File: src/rtl/uart_tx_arbiter.sv
// rtl/uart_tx_arbiter.sv - round-robin arbiter feeding one UART transmitter
// Grants one requester per frame; watchdog aborts if the transmitter never goes busy.
module uart_tx_arbiter #(
   parameter  int DATA = 8,
   parameter  int NREQ = 4,
   parameter  int TMO  = 16,
   localparam int GW   = (NREQ > 1) ? $clog2(NREQ) : 1,
   localparam int CW   = $clog2(TMO + 1)
) (
   input  logic                 clk,
   input  logic                 reset,
   input  logic [NREQ-1:0]      req,
   input  logic [NREQ*DATA-1:0] req_data,
   output logic [NREQ-1:0]      ack,
   output logic                 tx_start,
   output logic [DATA-1:0]      tx_data,
   input  logic                 tx_busy,
   output logic [GW-1:0]        grant_id,
   output logic                 active,
   output logic                 timeout,
   output logic [15:0]          frame_cnt
);

   typedef enum logic [1:0] {IDLE, START, WAIT_BUSY, WAIT_DONE} state_t;

   state_t          state, state_nxt;
   logic [GW-1:0]   last;
   logic [GW-1:0]   win;
   logic [DATA-1:0] win_data;
   logic [CW-1:0]   cnt;
   logic            do_grant, do_tmo, do_done;

   // Search begins one past the previous winner so every requester gets a turn.
   always_comb begin
      logic          found;
      logic [GW-1:0] cand;
      int            idx;
      found = 1'b0;
      win   = last;
      cand  = '0;
      for (int off = 1; off <= NREQ; off++) begin
         idx  = (int'(last) + off) % NREQ;
         cand = GW'(idx);
         if (!found && req[cand]) begin
            found = 1'b1;
            win   = cand;
         end
      end
   end

   always_comb begin
      win_data = '0;
      for (int i = 0; i < NREQ; i++) begin
         if (win == GW'(i)) win_data = req_data[i*DATA +: DATA];
      end
   end

   always_comb begin
      state_nxt = state;
      do_grant  = 1'b0;
      do_tmo    = 1'b0;
      do_done   = 1'b0;
      case (state)
         IDLE: begin
            if ((|req) && !tx_busy) begin
               state_nxt = START;
               do_grant  = 1'b1;
            end
         end
         START: state_nxt = WAIT_BUSY;
         WAIT_BUSY: begin
            if (tx_busy) begin
               state_nxt = WAIT_DONE;
            end else if (cnt == CW'(TMO - 1)) begin
               state_nxt = IDLE;
               do_tmo    = 1'b1;
            end
         end
         WAIT_DONE: begin
            if (!tx_busy) begin
               state_nxt = IDLE;
               do_done   = 1'b1;
            end
         end
         default: state_nxt = IDLE;
      endcase
   end

   always_ff @(posedge clk or negedge reset) begin
      if (!reset) begin
         state     <= IDLE;
         tx_data   <= '0;
         grant_id  <= '0;
         last      <= GW'(NREQ - 1);
         cnt       <= '0;
         timeout   <= 1'b0;
         frame_cnt <= '0;
      end else begin
         state   <= state_nxt;
         timeout <= do_tmo;
         if (do_grant) begin
            tx_data  <= win_data;
            grant_id <= win;
            last     <= win;
         end
         if (state == WAIT_BUSY && !tx_busy && !do_tmo) cnt <= cnt + 1'b1;
         else                                          cnt <= '0;
         if (do_done) frame_cnt <= frame_cnt + 16'd1;
      end
   end

   // Strobes decode straight from state so an async reset clears them in the same cycle.
   always_comb begin
      ack = '0;
      if (state == START) ack[grant_id] = 1'b1;
   end

   assign tx_start = (state == START);
   assign active   = (state != IDLE);

endmodule
File: config.mk
export PLATFORM = sky130hd
export DESIGN_NAME = uart_tx_arbiter
export DESIGN_NICKNAME = d
export VERILOG_FILES = /design/src/rtl/uart_tx_arbiter.sv
export SDC_FILE = /design/constraint.sdc
export NUM_CORES = 1
export LEC_CHECK = 0
export ABC_AREA = 1
export BUFFER_PORTS_ARGS = -buffer_cell sky130_fd_sc_hd__buf_2
export CORE_MARGIN = 3
export CORE_UTILIZATION = 50
export DETAILED_ROUTE_END_ITERATION = 6
export GPL_ROUTABILITY_DRIVEN = 0
export GPL_TIMING_DRIVEN = 0
export MAX_ROUTING_LAYER = met4
export PLACE_DENSITY = 0.85
export SYNTH_ARGS = -nofsm -noshare
export SYNTH_HDL_FRONTEND = slang
export SYNTH_SLANG_ARGS = --single-unit
File: constraint.sdc
create_clock -name clk -period 2.6 [get_ports clk]
set_clock_uncertainty 0.15 [all_clocks]
set_input_delay 0.39 -clock clk [delete_from_list [all_inputs] [get_ports clk]]
set_output_delay 0.39 -clock clk [all_outputs]
set_load 0.1 [all_outputs]
# After elaboration in Yosys (flattened, before gate mapping)
# Cells that the tools add are included.
[totals]
out_inout_bits = 33
register_bits = 36
wordCells = 81
[classes]
addsub = 6
order_cmp = 6
muxes = 35
eq_ne = 10
n_reduce_logical = 17
[ops]
columns = ["op", "count"]
rows = [
  ["2-to-1 mux 8 bit", 4],
  ["adder 16 x 1 -> 16 bit, second input constant", 1],
  ["2-to-1 mux 2 bit", 8],
  ["< comparator 2 x 3 -> 1 bit, second input constant", 5],
  ["2-to-1 mux 1 bit", 15],
  ["binary-select mux 1 bit (select 2 bit)", 4],
  ["== test 2 bit, second input constant", 4],
  ["case mux 2 bit (4 select lines)", 1],
  ["logical AND 1 bit", 7],
  ["adder 5 x 1 -> 5 bit, second input constant", 1],
  ["== test 5 x 4 -> 1 bit, second input constant", 1],
  ["zero test 1 bit", 5],
  ["2-to-1 mux 5 bit", 1],
  ["adder 2 x 1 -> 2 bit, second input constant", 2],
  ["adder 2 bit, second input constant", 2],
  ["== test 2 x 1 -> 1 bit, second input constant", 2],
  ["zero test 2 bit", 2],
  ["2-to-1 mux 4 bit", 1],
  ["inequality test 2 bit, second input constant", 2],
  ["OR reduction 4 bit", 1],
  ["inequality test 3 bit, second input constant", 1],
  ["AND reduction 3 bit", 1],
  ["demux 1 bit (select 2 bit)", 1],
  [">= comparator 2 x 1 -> 1 bit, second input constant", 1],
  ["nonzero test 2 bit", 1],
]

# Logic depth before layout (Yosys ltp)
# Gate-level depths: netlist (run 1).
[depth]
word_depth = 18
depth_mapped = 17
ltp_nobuf = 16

# Worst setup path before layout (run 1)
# Ideal clock, no wire load.
[synth_path]
kind = "reg-to-output"
start = "register state[0]"
end = "output port ack[0]"
path_stages_with_launch = 5
required_ps = 2060
setup_slack_ps = -2046
arrival_time_ps = 4106
cell_sequence = "dfrtp_1 > inv_1 > nor2_1 > inv_1 > nor3_1"
[synth_via]
elab_chain_len = 2
[synth_rtl]
columns = ["element", "line", "source"]
rows = [
  ["start, declared", "26", "state_t state, state_nxt;"],
  ["start signal, assigned", "99", "state <= state_nxt;"],
  ["== test 2 x 1 -> 1 bit", "--", ""],
  ["net tx_start", "15", "output logic tx_start,"],
  ["2-to-1 mux 4 bit", "115", "if (state == START) ack[grant_id] = 1'b1;"],
  ["end, declared", "14", "output logic [NREQ-1:0] ack,"],
]
# The timed path passes the listed nets, and every way through them passes these cells.

# Worst setup path in the final report (run 1)
[layout_path]
start = "register last[0]"
end = "register tx_data[7]"
[layout_via]
elab_chain_len = 18
[layout_rtl]
columns = ["element", "line", "source"]
rows = [
  ["start, declared", "27", "logic [GW-1:0] last;"],
  ["start signal, assigned", "94", "last <= GW'(NREQ - 1);"],
  ["start signal, assigned", "104", "last <= win;"],
  ["adder 2 x 1 -> 2 bit", "42", "idx = (int'(last) + off) % NREQ;"],
  ["binary-select mux 1 bit (select 2 bit)", "44", "if (!found && req[cand]) begin"],
  ["2-to-1 mux 1 bit (not written as such)", "44", ""],
  ["2-to-1 mux 1 bit", "44", ""],
  ["zero test 1 bit", "44", ""],
  ["logical AND 1 bit", "44", ""],
  ["2-to-1 mux 1 bit", "44", ""],
  ["zero test 1 bit", "44", ""],
  ["logical AND 1 bit", "44", ""],
  ["2-to-1 mux 1 bit", "44", ""],
  ["zero test 1 bit", "44", ""],
  ["logical AND 1 bit", "44", ""],
  ["2-to-1 mux 2 bit (*)", "44", ""],
  ["zero test 2 bit", "54", "if (win == GW'(i)) win_data = req_data[i*DATA +: DATA];"],
  ["2-to-1 mux 8 bit (3 in series)", "54", ""],
  ["2-to-1 mux 8 bit (*)", "54", ""],
  ["end signal, assigned", "102", "tx_data <= win_data;"],
  ["end, declared", "16", "output logic [DATA-1:0] tx_data,"],
]
# Every way passes the cells marked *; elsewhere a longest branch is shown, timed or not. The select of a mux whose other input is x is not followed.
# A chain may end at the register's enable or synchronous reset.

==> results of run 1 <==
## through the flow
step / TNS (ps) / worst slack, ps
floorplan: -178 / -89.4
global placement: 0 / 375
detailed placement: 0 / 292
CTS: 0 / 290
global route: 0 / 102
finish: 0 / 288
## worst paths after layout
check / to / cells past startpoint / start
min: state[1] / 1 / reset
max in group asynchronous: grant_id[1] / 1 / reset
min reg2reg: cnt[0] / 1 / cnt[0]
max: tx_data[7] / 16 / last[0]
max reg2reg: tx_data[7] / 16 / last[0]
min in group clk: timeout / 2 / tx_busy
## synth_stat cells
master	number	share of area [%]
a21oi_1	10	2.4
a41oi_1	1	0.41
buf_6	2	1.1
clkbuf_1	1	0.18
dfrtp_1	34	40
dfstp_2	2	2.5
ha_1	3	1.8
inv_1	40	7.1
inv_2	4	0.71
inv_4	1	0.29
mux2_2	1	0.53
nand2_1	78	14
nand2_2	7	2.1
nand2_4	3	1.6
nand3_1	17	4.0
nand3_2	2	0.94
nand3_4	1	0.82
nand4_1	3	0.88
nor2_1	29	5.1
nor2_2	3	0.88
nor2_4	1	0.53
nor3_1	7	1.6
nor3_2	1	0.47
nor3b_1	1	0.35
nor4_1	1	0.29
o21ai_0	11	2.6
o21ai_1	3	0.71
o21ai_2	1	0.41
o21bai_1	1	0.35
xnor2_1	2	0.82
xor2_1	12	4.9
## sequential cells by signal, summed over array words and instances (netlist names)
register / flops
frame_cnt: 16
tx_data: 8
cnt: 5
grant_id: 2
last: 2
state: 2
timeout: 1
## cell type report
cell class,count,area [um2]
timing repair buffer,71,355
clock inverter,1,30.0
buffer,3,26.3
clock buffer,7,96.3
inverter,45,171
fill,364,1330
multi-input combinational,199,1080
tap,50,62.6
sequential,36,906
## critical path, cell delays in order (launching register included)
cell and delay [ps]:
dfstp_2 530, buf_6 130, inv_4 60, nand2_1 70
nand2_2 80, nand2_2 100, nand2_4 70, inv_2 60
nand3_1 110, nand3_4 170, nand2_4 90, nor2_2 260
nand2_1 90, nand2_1 70, nand2_1 50, nand2_1 60
nand2_1 50
## layer usage
layer  track usage, %  vias up
met4             5.85        0
met3             4.21        6
met2             29.6       43
met1             24.6      904
li1                 -     1038
met5                -        -
## logic make-up after synthesis
group,count (synthesis)
simple gates,154
buf+inv,48
mux,1
fa+ha+maj,3
xor+xnor,14
flops,36
compound gates,27
==> flow_summary.toml, run 1 <==
[die]
core_um2 = 4060
start_util_pct = 52.4
row_count = 23
die_w_um = 71.2
die_y_um = 71.2
pin_count = 72
die_area_um2 = 5070

[timing]
rsz0062_at_grt = "no"
fmax_mhz = 433
finalHoldWorstSlack_ps = 21.0
final-hold-violation-count = 0
fin_crit_sh_pct = 88.9
maxSlewViolCount = 0
fin_crit_ps = 2310
relSlewSlack_pct = 49.5
tightest_slew_ps = 758
finalSetupViolations = 0

[clock_network]
cts_max_level = 2
clock-root-buffer = "clkbuf_8"
numClockSinks = 36
cts_setup_buffers = 0
cts_tree = "yes"
clock_latency_ps = 280
cts_hold_buffers = 0
ctsResizeCount = 0
clk_path_buf_depth = 2
numCtsBuffers = 5
clkTransAtPathRegs_ps = 70

[placement]
place_inst = 404
dpl_cell_area_um2 = 2600
dp_hpwl_mm = 3.58
numPortBuffers = 71

[synth]
synth_cells = 283
yosysWarningCount = 0
synth_fa_ha_area_share_pct = 1.76
synth_seq_area_share_pct = 42.5
synth_simple_gate_area_share_pct = 33.4
syn_nets = 325
avgSynthCellArea_um2 = 7.52
syn_area_um2 = 2130
synth_compound_area_share_pct = 6.82
synth_xor_area_share_pct = 5.76
ys_types = 31
synth_top_family_by_area = "simple AND/OR/NAND/NOR gates"
ys_ff_latch = 36
synthMuxAreaShare_pct = 0.529

[final_layout]
final_area_um2 = 2730
final_cell_mix = "nand2_1 (78), buf_2 (71), inv_1 (40)"
drive_above_1_share_pct = 31.8
instances_no_fill = 412
fin_nets = 403
syn_to_final_growth_pct = 28.2
num_antenna_cells = 0
utilization_pct = 67.2
layout.cells.most_common = "nand2_1"

[drt]
via_count = 1991
dr_wl_met2_mm = 2.13
met1_length_mm = 2.08
dr.pass1.iters = 4
topRoutingLayerUsed = "met4"
wl_met3_um = 233
wire_per_inst_um = 10.9
vias_per_cell = 4.83
wirelength_mm = 4.50
drt_iter0_markers = 91
drc = 0
final_antenna_net_count = 0

[flow_run]
cap_viol_max_count = 0

[grt]
grt_pass1_vias = 1766
grt_max_degree = 37
grt_usage_pct = 18.9
overflow = 0
antenna_found_initial = 0
grt_pass1_wl_mm = 7.51

[hold_path]
min_path_type = "in2async"

[setup_path]
reg2reg_slack_ps = 290
critPathKind = "reg2reg"
cp.required_ps = 2630
cp-start-kind = "flip-flop"
cp.arrival_ps = 2340
crit_path_end_kind = "flip-flop"
crit_fanout = 9

[status]
outcome = "completed"
Power of run 1 is not shown: default switching activity piles up to over one toggle a cycle in this logic, so the estimate is an artifact.
==> inputs of run 2 (changes only) <==
--- a/config.mk
+++ b/config.mk
@@ -5,7 +5,6 @@
 export SDC_FILE = /design/constraint.sdc
 export NUM_CORES = 1
 export LEC_CHECK = 0
-export ABC_AREA = 1
 export BUFFER_PORTS_ARGS = -buffer_cell sky130_fd_sc_hd__buf_2
 export CORE_MARGIN = 3
 export CORE_UTILIZATION = 50
@@ -13,7 +12,7 @@
 export GPL_ROUTABILITY_DRIVEN = 0
 export GPL_TIMING_DRIVEN = 0
 export MAX_ROUTING_LAYER = met4
-export PLACE_DENSITY = 0.85
+export PLACE_DENSITY = 0.86
 export SYNTH_ARGS = -nofsm -noshare
 export SYNTH_HDL_FRONTEND = slang
 export SYNTH_SLANG_ARGS = --single-unit
==> run 2 against run 1 <==
  * Synthesized cell count fell by 32%
  * Critical path type is now reg2out
  * Largest cell class unchanged
  * Sequential share of layout area up 1.9 points
  * Worst hold slack gained 17 ps
  * Critical endpoint is now ack[1]
  * Sequential cell count stayed put
  * Worst setup slack got worse by 24 ps
  * Global-route usage up 1.8 points
  * Routed wire length rose by 1.8%
  * Count of clock-buffer cells in the layout up 1
  * Via count shrank 12%
  * Utilization up 0.53 points
  * Cell area down 5.6%
  * First-iteration DRC count down 15%
==> flow_summary.toml, run 2 <==
[grt]
antenna_found_initial = 0
grt_pass1_vias = 1751
overflow = 0
grt_max_degree = 37
grt_usage_pct = 20.6
grt_pass1_wl_mm = 7.94

[flow_run]
cap_viol_max_count = 0

[placement]
numPortBuffers = 71
place_inst = 312
dpl_worst_slack_ps = 550
dp_hpwl_mm = 3.45

[timing]
setup_tns_ps = 0
fin_crit_ps = 2340
relSlewSlack_pct = 47.9
rsz0062_at_grt = "no"
finalSetupViolations = 0
tightest_slew_ps = 781
fin_crit_sh_pct = 89.8
final-hold-violation-count = 0
fmax_mhz = 428
fin_ws_ps = 264
finalHoldWorstSlack_ps = 37.8
maxSlewViolCount = 0

[final_layout]
largest_register = "frame_cnt"
layout.cells.most_common = "buf_2"
reg_top3 = "frame_cnt: 16 flops, tx_data: 8 flops, cnt: 5 flops"
drive_above_1_share_pct = 42.3
instances_no_fill = 320
final_cell_mix = "buf_2 (72), dfrtp_1 (34), nand2_1 (21)"
fin_nets = 313
num_antenna_cells = 0
largest_reg_flops = 16
syn_to_final_growth_pct = 26.1

[setup_path]
r2r-start = "last[1]"
crit_fanout = 10
crit_path_end_kind = "primary output"
cp.arrival_ps = 1800
reg2reg_slack_ps = 510
ff2ff_path_depth = 5
cp-start-kind = "flip-flop"
worstReg2RegEnd = "tx_data[5]"
critPathKind = "reg2out"
cp.required_ps = 2060

[clock_network]
cts_setup_buffers = 0
cts_tree = "yes"
numCtsBuffers = 5
clock-root-buffer = "clkbuf_8"
cts_max_level = 2
clk_path_buf_depth = 2
clock_latency_ps = 280
clkTransAtPathRegs_ps = 60
cts_hold_buffers = 0
numClockSinks = 36
ctsResizeCount = 0

[drt]
drc = 0
wire_per_inst_um = 14.3
via_count = 1761
final_antenna_net_count = 0
dr.pass1.iters = 4
vias_per_cell = 5.50
wirelength_mm = 4.58
drt_iter0_markers = 77

[pwr]
p_int_mw = 1.42
power_mw = 3.25
seq_power_share_pct = 25.8
power.density_nw_per_um2 = 1260
switchingPower_mw = 1.83
p_clk_share_pct = 12.2
p_leak_nw = 1.29
ir_drop_mv = 0.870
combPwrFrac_pct = 62.0
p_sw_share_pct = 56.2

[synth]
synth_cells = 193
synth_seq_area_share_pct = 44.3
ys_ff_latch = 36
synth_ff_type = "dfrtp_1"
syn_nets = 235
synth_top_cells_by_area = "dfrtp_1 (42%), o31ai_2 (5.5%), xnor2_1 (5.2%)"
synth_top_cell_area_share_pct = 41.7
synthArstFlopShare_pct = 100
avgSynthCellArea_um2 = 10.6
syn_area_um2 = 2040
ys_types = 43
netlist_top_cells_count = "dfrtp_1 (34), nand2_1 (21), and3_1 (16), nand3_1 (13), nor2_1 (13)"
yosysWarningCount = 0
yosysMostFrequentCell = "dfrtp_1"
synth-edff-count = 0
synth_top_area_cell = "dfrtp_1"

[status]
outcome = "completed"

[die]
row_count = 22
die_area_um2 = 4880
die_w_um = 69.9
core_um2 = 3800
start_util_pct = 53.7
die_y_um = 69.9
pin_count = 72

[hold_path]
min_path_type = "in2async"
[run 2: how the worst max path moves through the flow]
stage | start | to | slack [ps] | cells after the start
final | state[1] | ack[1] | 260 | 6
after global routing | state[1] | ack[1] | 150 | 6
after CTS | state[1] | ack[1] | 250 | 6
after detailed placement | last[1] | tx_data[5] | 550 | 5
after global placement | state[1] | ack[1] | 580 | 6
after floorplan | grant_id[1] | ack[0] | -100 | 1
[run 2: cell families (layout without fill, tap and decap cells)]
kind of cell	after synthesis	after routing	share of synthesized area [%]
simple gates	86	86	23.4
flops	36	36	44.3
compound gates	35	35	17.1
xor+xnor	17	17	7.30
buf+inv	12	91	3.68
mux	4	4	2.33
fa+ha+maj	3	3	1.84
[run 2: worst max-delay path, cell delays in order (launching register included)]
cell	delay (ps)
dfrtp_1	350
buf_2	160
nand2b_1	270
clkinvlp_4	140
nand2_1	80
nor2_4	80
buf_2	420
[run 2: power by group through the flow]
stage	combinational [mW]	clock (mW)	sequential, mW
6_report	2.01	0.397	0.838
5_1_grt	2.12	0.432	0.865
4_1_cts	2.02	0.406	0.838
3_5_place_dp	2.02	0	0.847
3_3_place_gp	1.99	0	0.844
2_1_floorplan	0.916	0	1.60
[run 2: layer usage]
metal  global-route usage [%]  vias up  wire, um
met5                        -        -         0
li1                         -      857         -
met1                     25.0      818      1950
met3                     4.89        6       362
met4                     7.23        0        61
met2                     33.7       80      2210
[run 2: stage by stage]
step | cell area [um2] | utilization, %
5_1_grt | 2570 | 67.7
3_3_place_gp | 2480 | 65.3
3_5_place_dp | 2480 | 65.3
4_1_cts | 2570 | 67.7
6_report | 2570 | 67.7
2_1_floorplan | 2070 | -
[run 2: final cells by class]
cell class	instances	area (um2)
well taps	48	60.1
clock buffers	8	90.1
multi-input cells	145	1080
flip-flops and latches	36	903
inverters	6	26.3
fillers	300	1230
plain buffers	6	52.6
repair buffers	71	355
(Power assumes the default switching activity.)
